`src/rtl/load_store_unit.sv`:
```
// Load/store unit: sequences CPU byte/half/word loads and stores onto a single-port word memory,
// using read-modify-write for sub-word stores and rejecting misaligned or out-of-range requests.
module load_store_unit #(
   parameter int unsigned ADDR_W = 5
) (
   input  logic              clk,
   input  logic              rst,
   input  logic              req_valid,
   output logic              req_ready,
   input  logic              is_store,
   input  logic [2:0]        op,
   input  logic [31:0]       addr,
   input  logic [31:0]       wdata,
   output logic              rsp_valid,
   output logic [31:0]       rdata,
   output logic              fault,
   output logic              memread,
   output logic              memwrite,
   output logic [ADDR_W-1:0] adress,
   output logic [31:0]       DataIn,
   input  logic [31:0]       outdatamemory
);

   typedef enum logic [1:0] {StIdle, StRead, StWrite, StResp} state_e;

   state_e              state_q, state_d;
   logic [2:0]          op_q;
   logic [ADDR_W+1:0]   addr_q;
   logic [31:0]         wdata_q;
   logic                store_q;
   logic [31:0]         old_q;
   logic [31:0]         rdata_q;
   logic                fault_q;

   logic                accept;
   logic                op_bad, misaligned, out_of_range, req_fault;
   logic [7:0]          byte_sel;
   logic [15:0]         half_sel;
   logic [31:0]         load_val;
   logic [31:0]         merged;

   assign req_ready    = (state_q == StIdle) && !rst;
   assign accept       = req_valid && req_ready;
   assign op_bad       = (op == 3'b011) || (op == 3'b110) || (op == 3'b111);
   assign misaligned   = ((op[1:0] == 2'b01) && addr[0]) ||
                         ((op[1:0] == 2'b10) && (addr[1:0] != 2'b00));
   assign out_of_range = |addr[31:ADDR_W+2];
   assign req_fault    = op_bad || misaligned || out_of_range;

   always_comb begin
      state_d = state_q;
      unique case (state_q)
         StIdle: begin
            if (accept) begin
               if (req_fault)                           state_d = StResp;
               else if (is_store && op[1:0] == 2'b10)   state_d = StWrite;
               else                                     state_d = StRead;
            end
         end
         StRead:  state_d = store_q ? StWrite : StResp;
         StWrite: state_d = StResp;
         StResp:  state_d = StIdle;
         default: state_d = StIdle;
      endcase
   end

   // Lane extraction for loads, straight from the memory read port
   always_comb begin
      byte_sel = 8'h00;
      case (addr_q[1:0])
         2'd0:    byte_sel = outdatamemory[7:0];
         2'd1:    byte_sel = outdatamemory[15:8];
         2'd2:    byte_sel = outdatamemory[23:16];
         default: byte_sel = outdatamemory[31:24];
      endcase
      half_sel = addr_q[1] ? outdatamemory[31:16] : outdatamemory[15:0];
      case (op_q)
         3'b000:  load_val = {{24{byte_sel[7]}}, byte_sel};
         3'b001:  load_val = {{16{half_sel[15]}}, half_sel};
         3'b100:  load_val = {24'h0, byte_sel};
         3'b101:  load_val = {16'h0, half_sel};
         default: load_val = outdatamemory;
      endcase
   end

   always_comb begin
      merged = old_q;
      if (op_q[1:0] == 2'b00) begin
         case (addr_q[1:0])
            2'd0:    merged[7:0]   = wdata_q[7:0];
            2'd1:    merged[15:8]  = wdata_q[7:0];
            2'd2:    merged[23:16] = wdata_q[7:0];
            default: merged[31:24] = wdata_q[7:0];
         endcase
      end else if (addr_q[1]) begin
         merged[31:16] = wdata_q[15:0];
      end else begin
         merged[15:0] = wdata_q[15:0];
      end
   end

   assign memread   = (state_q == StRead);
   assign memwrite  = (state_q == StWrite);
   assign rsp_valid = (state_q == StResp);
   assign rdata     = rdata_q;
   assign fault     = fault_q;
   assign adress    = (memread || memwrite) ? addr_q[ADDR_W+1:2] : '0;
   assign DataIn    = !memwrite ? 32'h0 : (op_q[1:0] == 2'b10) ? wdata_q : merged;

   always_ff @(posedge clk) begin
      if (rst) begin
         state_q <= StIdle;
         op_q    <= 3'b000;
         addr_q  <= '0;
         wdata_q <= 32'h0;
         store_q <= 1'b0;
         old_q   <= 32'h0;
         rdata_q <= 32'h0;
         fault_q <= 1'b0;
      end else begin
         state_q <= state_d;
         if (accept) begin
            op_q    <= op;
            addr_q  <= addr[ADDR_W+1:0];
            wdata_q <= wdata;
            store_q <= is_store;
            if (req_fault) begin
               rdata_q <= 32'h0;
               fault_q <= 1'b1;
            end
         end
         if (state_q == StRead) begin
            old_q <= outdatamemory;
            if (!store_q) begin
               rdata_q <= load_val;
               fault_q <= 1'b0;
            end
         end
         // Result registers only change on entry to RESP so they hold between responses
         if (state_q == StWrite) begin
            rdata_q <= 32'h0;
            fault_q <= 1'b0;
         end
      end
   end

endmodule

```
`config.mk`:
```
export PLATFORM = sky130hd
export DESIGN_NAME = load_store_unit
export DESIGN_NICKNAME = d
export VERILOG_FILES = /design/src/rtl/load_store_unit.sv
export SDC_FILE = /design/constraint.sdc
export NUM_CORES = 1
export LEC_CHECK = 0
export BUFFER_PORTS_ARGS = -buffer_cell sky130_fd_sc_hd__buf_4
export CORE_UTILIZATION = 40
export CTS_BUF_LIST = sky130_fd_sc_hd__clkbuf_2 sky130_fd_sc_hd__clkbuf_4 sky130_fd_sc_hd__clkbuf_8
export CTS_CLUSTER_DIAMETER = 50
export DETAILED_ROUTE_END_ITERATION = 10
export GPL_ROUTABILITY_DRIVEN = 0
export PLACE_DENSITY = 0.64
export SETUP_SLACK_MARGIN = 0.15
export SYNTH_ARGS = -nofsm -noshare
export SYNTH_HDL_FRONTEND = slang
export SYNTH_SLANG_ARGS = --single-unit
```
`constraint.sdc`:
```
create_clock -name clk -period 2.7 [get_ports clk]
set_input_delay 0.54 -clock clk [delete_from_list [all_inputs] [get_ports clk]]
set_output_delay 0.54 -clock clk [all_outputs]
set_load 0.01 [all_outputs]
```
After elaboration in Yosys (flattened, before gate mapping)
Index checks and enable logic that the tools add are counted.
{"block": "totals", "output_inout_bits": 74, "ff_bits": 110, "elab_cells": 69, "input_bits": 103}
{"block": "op_classes", "n_reduce_logical": 20, "eq_ne": 15, "mux": 26}
{"operator": "$mux W32", "count": 7}
{"operator": "$pmux W32 S4", "count": 1}
{"operator": "$mux W16", "count": 3}
{"operator": "$mux W8", "count": 4}
{"operator": "$reduce_or A25 Y1", "count": 1}
{"operator": "$pmux W8 S3", "count": 1}
{"operator": "$eq A3 B3 Y1 const B", "count": 4}
{"operator": "$eq A2 B2 Y1 const B", "count": 5}
{"operator": "$pmux W2 S4", "count": 1}
{"operator": "$eq A2 B1 Y1 const B", "count": 3}
{"operator": "$logic_not A2 Y1", "count": 3}
{"operator": "$logic_or A1 B1 Y1", "count": 6}
{"operator": "$mux W2", "count": 3}
{"operator": "$logic_and A1 B1 Y1", "count": 5}
{"operator": "$mux W1", "count": 5}
{"operator": "$mux W5", "count": 1}
{"operator": "$eq A3 B1 Y1 const B", "count": 1}
{"operator": "$eq A3 B2 Y1 const B", "count": 1}
{"operator": "$logic_not A3 Y1", "count": 1}
{"operator": "$reduce_or A3 Y1", "count": 1}
{"operator": "$ne A2 B2 Y1 const B", "count": 1}
{"operator": "$reduce_bool A2 Y1", "count": 1}
{"operator": "$reduce_or A2 Y1", "count": 1}
{"operator": "$logic_not A1 Y1", "count": 1}

Depth between registers and ports, before layout
{"block": "logic_depth", "depth_word": 9, "depth_mapped": 9}

Worst setup path before layout
OpenSTA, ideal clock, no wires.
{"block": "synth_timing", "path_kind": "reg2out", "from": "register state_q[0]", "to": "output port DataIn[25]", "slack_ps": 527, "stages_incl_launch_ff": 8, "arrival_ps": 1633, "path_cell_list": "dfxtp_1 > inv_1 > ha_1 > clkbuf_1 > inv_1 > clkbuf_1 > clkbuf_1 > nor2_1"}
{"block": "synth_between", "elab_chain_len": 2}
{"element": "start: declaration", "line_no": "26", "source": "state_e state_q, state_d;"}
{"element": "start signal: assignment", "line_no": "112", "source": "state_q <= StIdle;"}
{"element": "start signal: assignment", "line_no": "121", "source": "state_q <= state_d;"}
{"element": "$eq A2 B2 Y1", "line_no": "103", "source": "assign memwrite = (state_q == StWrite);"}
{"element": "net memwrite", "line_no": "18", "source": "output logic memwrite,"}
{"element": "$mux W32", "line_no": "108", "source": "assign DataIn = !memwrite ? 32'h0 : (op_q[1:0] == 2'b10) ? wdata_q : merged;"}
{"element": "end: declaration", "line_no": "20", "source": "output logic [31:0] DataIn,"}
The timed path passes the listed nets, and every way through them passes these cells.

Final worst setup path
{"block": "layout_timing", "from": "register op_q[1]", "to": "output port DataIn[20]"}
{"block": "layout_between", "elab_chain_len": 4, "word_cells_on_any_way": 5, "cone_classes": "eq/ne (1); mux (3); reduce/logical (1)"}
{"element": "start: declaration", "line_no": "27", "source": "logic [2:0] op_q;"}
{"element": "start signal: assignment", "line_no": "123", "source": "op_q <= op;"}
{"element": "$logic_not A2 Y1", "line_no": "88", "source": "if (op_q[1:0] == 2'b00) begin"}
{"element": "$mux W32", "line_no": "88"}
{"element": "$mux W32 * (2 in series)", "line_no": "108"}
Mark *: on every way between the ends. The rest lies on a longest branch, timed or not.

==> impl_metrics.csv <==
group,metric,value,unit
global_routing,antenna_found_initial,0,
critical_path,cpPeakStageDelay,0.44,ns
clock_network,cts-htree-levels,3,
pwr,p_leak,2.93,nW
sta,setup_violations,0,
pwr,p_clk_frac,0.161,
floorplanning,die_y,118,um
hold_path,hold_class,"in -> reg",
sta,hold_viol_final,0,
critical_path,path_cells,"or3b_4, nand2_2, nand2_1, a311oi_1, buf_4",
floorplanning,core,13200,sq um
floorplanning,io_pins,177,
hold_path,min_from,"wdata[12]",
yosys,synth_top_area_cell,"dfxtp_1",
floorplanning,start_util,0.409,
yosys,postSynth.asyncResetShare,0,
placed_design,hpwl,13.4,mm
clock_network,ctsLongestPathBuffers,2,
route,drc,0,
layout,drive_gt1_frac,0.289,
pwr,cellPowerDensity,830,nW/um^2
critical_path,reg2reg_to,"rdata[9]",
sta,fmaxAchievable,399,MHz
pwr,p_comb_frac,0.457,
yosys,ys_seq_area_frac,0.408,
sta,fin_crit,2.51,ns
route,drt_iter0_markers,549,
critical_path,arrival,1.97,ns
yosys,synth_edf_count,0,
clock_network,clkSlewWorstSetupHoldPaths,0.10,ns
yosys,syn_avg_cell_area,7.97,sq um
layout,layout.cells.most_common,"buf_4",
clock_network,root_buffer,"clkbuf_8",
clock_network,numCtsBuffers,9,
layout,layout_common_cells,"195 x buf_4, 132 x nand2_1, 107 x dfxtp_1",
clock_network,clk_latency,0.40,ns
sta,finalMaxSlewViolations,0,
critical_path,worst_setup_path_start_kind,"flop",
job,drv_cap,0,
sta,rsz0062_at_grt,"yes",
critical_path,cp_data_required_time,2.16,ns
route,ant_nets,0,
global_routing,grt_pass1_wl,27.8,mm
floorplanning,rows,42,
critical_path,reg2reg_depth,6,
clock_network,clock_sinks,110,
clock_network,cts_tree,"built",
critical_path,critPathMaxFanout,7,
global_routing,gr-total-overflow,0,
yosys,synth_cells,677,
yosys,synth_flop_cell,"dfxtp_1",
route,dr_total_vias,5523,
sta,slew_headroom,0.227,
placed_design,pre_cts_ws,0.346,ns
critical_path,crit_buf_inv,1,
critical_path,worstSetupPathType,"reg -> out",
pwr,power_frac_seq,0.382,
global_routing,grt_pass1_vias,5231,
floorplanning,dieArea,14000,sq um
pwr,swShare,0.412,
yosys,syn_nets,785,
yosys,synth_area_leaders,"dfxtp_1 41%, mux2i_1 10%, nand2_1 9.3%",
global_routing,grt_max_degree,48,
pwr,power.switching,2.46,mW
yosys,yosys_warnings,0,
sta,finalCritPeriodShare,0.929,
critical_path,timing.rr.start,"addr_q[1]",
pwr,p_int,3.50,mW
sta,fin_skew,0.0161,ns
yosys,syn_area,5400,sq um
critical_path,r2r_slack,0.54,ns
critical_path,cpMaxStageDelayCell,"or3b_4",
status,status,"completed",
critical_path,worstSetupEndpointType,"output pin",
global_routing,grt_use_total,0.255,
yosys,synthDominantCellAreaShare,0.408,
route,routed_wl,17.6,mm
yosys,synth_cell_types,47,
route,detail_route.wl_per_cell,17.4,um
floorplanning,die-width,118,um
hold_path,worstHoldEndpoint,"wdata_q[12]",
pwr,vdd_ir_drop_max,609,uV
yosys,synth_seq_cells,110,
layout,num_antenna_cells,0,
layout,syn_to_final_growth,33.0,%
route,viasPerCell,5.45,
sta,layout_setup_ws,0.191,ns
critical_path,cpLargestDelayFamily,"simple AND/OR/NAND/NOR gates",
placed_design,io_buffers,176,
sta,worst_slew_pin_slew,1.15,ns
hold_path,hold_path_depth,3,
route,drt_first_pass_iters,7,
sta,fin_tns_setup,0,ns
layout,final_nets,940,
==> area by class of cell <==
| type | count | area (sq um) |
|---|---|---|
| clock buffers | 11 | 145 |
| clock inverters | 5 | 42.5 |
| fillers | 1272 | 6010 |
| inverters | 10 | 37.5 |
| multi-input cells | 504 | 3020 |
| flip-flops and latches | 110 | 2210 |
| well taps | 176 | 220 |
| repair buffers | 197 | 1500 |
==> power groups by stage <==
stage	combinational, mW	sequential, mW	clock [mW]
after global placement	2.60	2.29	0
after global routing	2.99	2.31	1.04
after floorplan	1.71	2.22	0
after detailed placement	2.64	2.30	0
final	2.72	2.28	0.961
after CTS	2.67	2.26	0.987
==> cells by family after synthesis <==
logic type                 after synthesis  share of synthesized area
and+or+nand+nor                        273                      0.219
AOI/OAI and AO/OA                      169                      0.204
DFF                                    110                      0.408
buffers and inverters                   63                     0.0492
muxes                                   57                      0.108
adders and majority gates                5                     0.0116
==> sequential cells by signal, indices dropped and copies added, names as in the netlist <==
name / count
addr_q: 7
wdata_q: 32
old_q: 32
op_q: 3
fault: 1
rdata: 32
state_q: 2
store_q: 1
==> per-layer routing <==
metal / GRT usage / up-vias / part of all wire
li1: - / 2698 / -
met1: 0.329 / 2580 / 0.44
met2: 0.417 / 220 / 0.48
met3: 0.0507 / 25 / 0.067
met4: 0.0986 / 0 / 0.019
met5: 0 / - / 0
==> tightest hold or removal path: cells and delay by family <==
kind,cells,cell delay (ns)
compound gates,1,0.05
simple gates,1,0.04
buf+inv,1,0.11
==> stage by stage <==
| stage | hold slack (ns) | cells | power (mW) | instance area [sq um] | utilization |
|---|---|---|---|---|---|
| after floorplan | 0.432 | 677 | 3.94 | 5400 | - |
| after global placement | 0.440 | 996 | 4.88 | 6860 | 0.520 |
| after detailed placement | 0.444 | 996 | 4.94 | 6860 | 0.520 |
| after CTS | 0.375 | 1012 | 5.92 | 7090 | 0.537 |
| after global routing | 0.387 | 1013 | 6.35 | 7180 | 0.544 |
| final | 0.387 | 1013 | 5.96 | 7180 | 0.544 |
==> worst max-delay path by stage <==
stage,cells after the start,slack [ns],end,from
after global placement,6,0.37,DataIn[11],op_q[0]
after floorplan,7,0.53,DataIn[25],state_q[0]
final,5,0.19,DataIn[20],op_q[1]
after global routing,7,0.08,DataIn[28],op_q[1]
after detailed placement,6,0.35,DataIn[13],op_q[0]
after CTS,6,0.16,DataIn[24],addr_q[1]
==> cells in the mapped netlist (10+ instances only) <==
| cell | count |
|---|---|
| a21oi_1 | 62 |
| a31oi_1 | 14 |
| buf_2 | 17 |
| clkbuf_1 | 31 |
| dfxtp_1 | 110 |
| inv_1 | 10 |
| mux2i_1 | 56 |
| nand2_1 | 133 |
| nand3_1 | 28 |
| nor2_1 | 70 |
| o21ai_0 | 15 |
| o22ai_1 | 20 |
==> timing repair <==
action / CTS / global route
gates resized for setup: 11 / 17
pin swaps: 0 / 1
hold buffers: 0 / 0
setup buffers: 0 / 1
endpoints found under the setup margin: 22 / 20
Note: power is estimated with default switching activity, not from simulation.
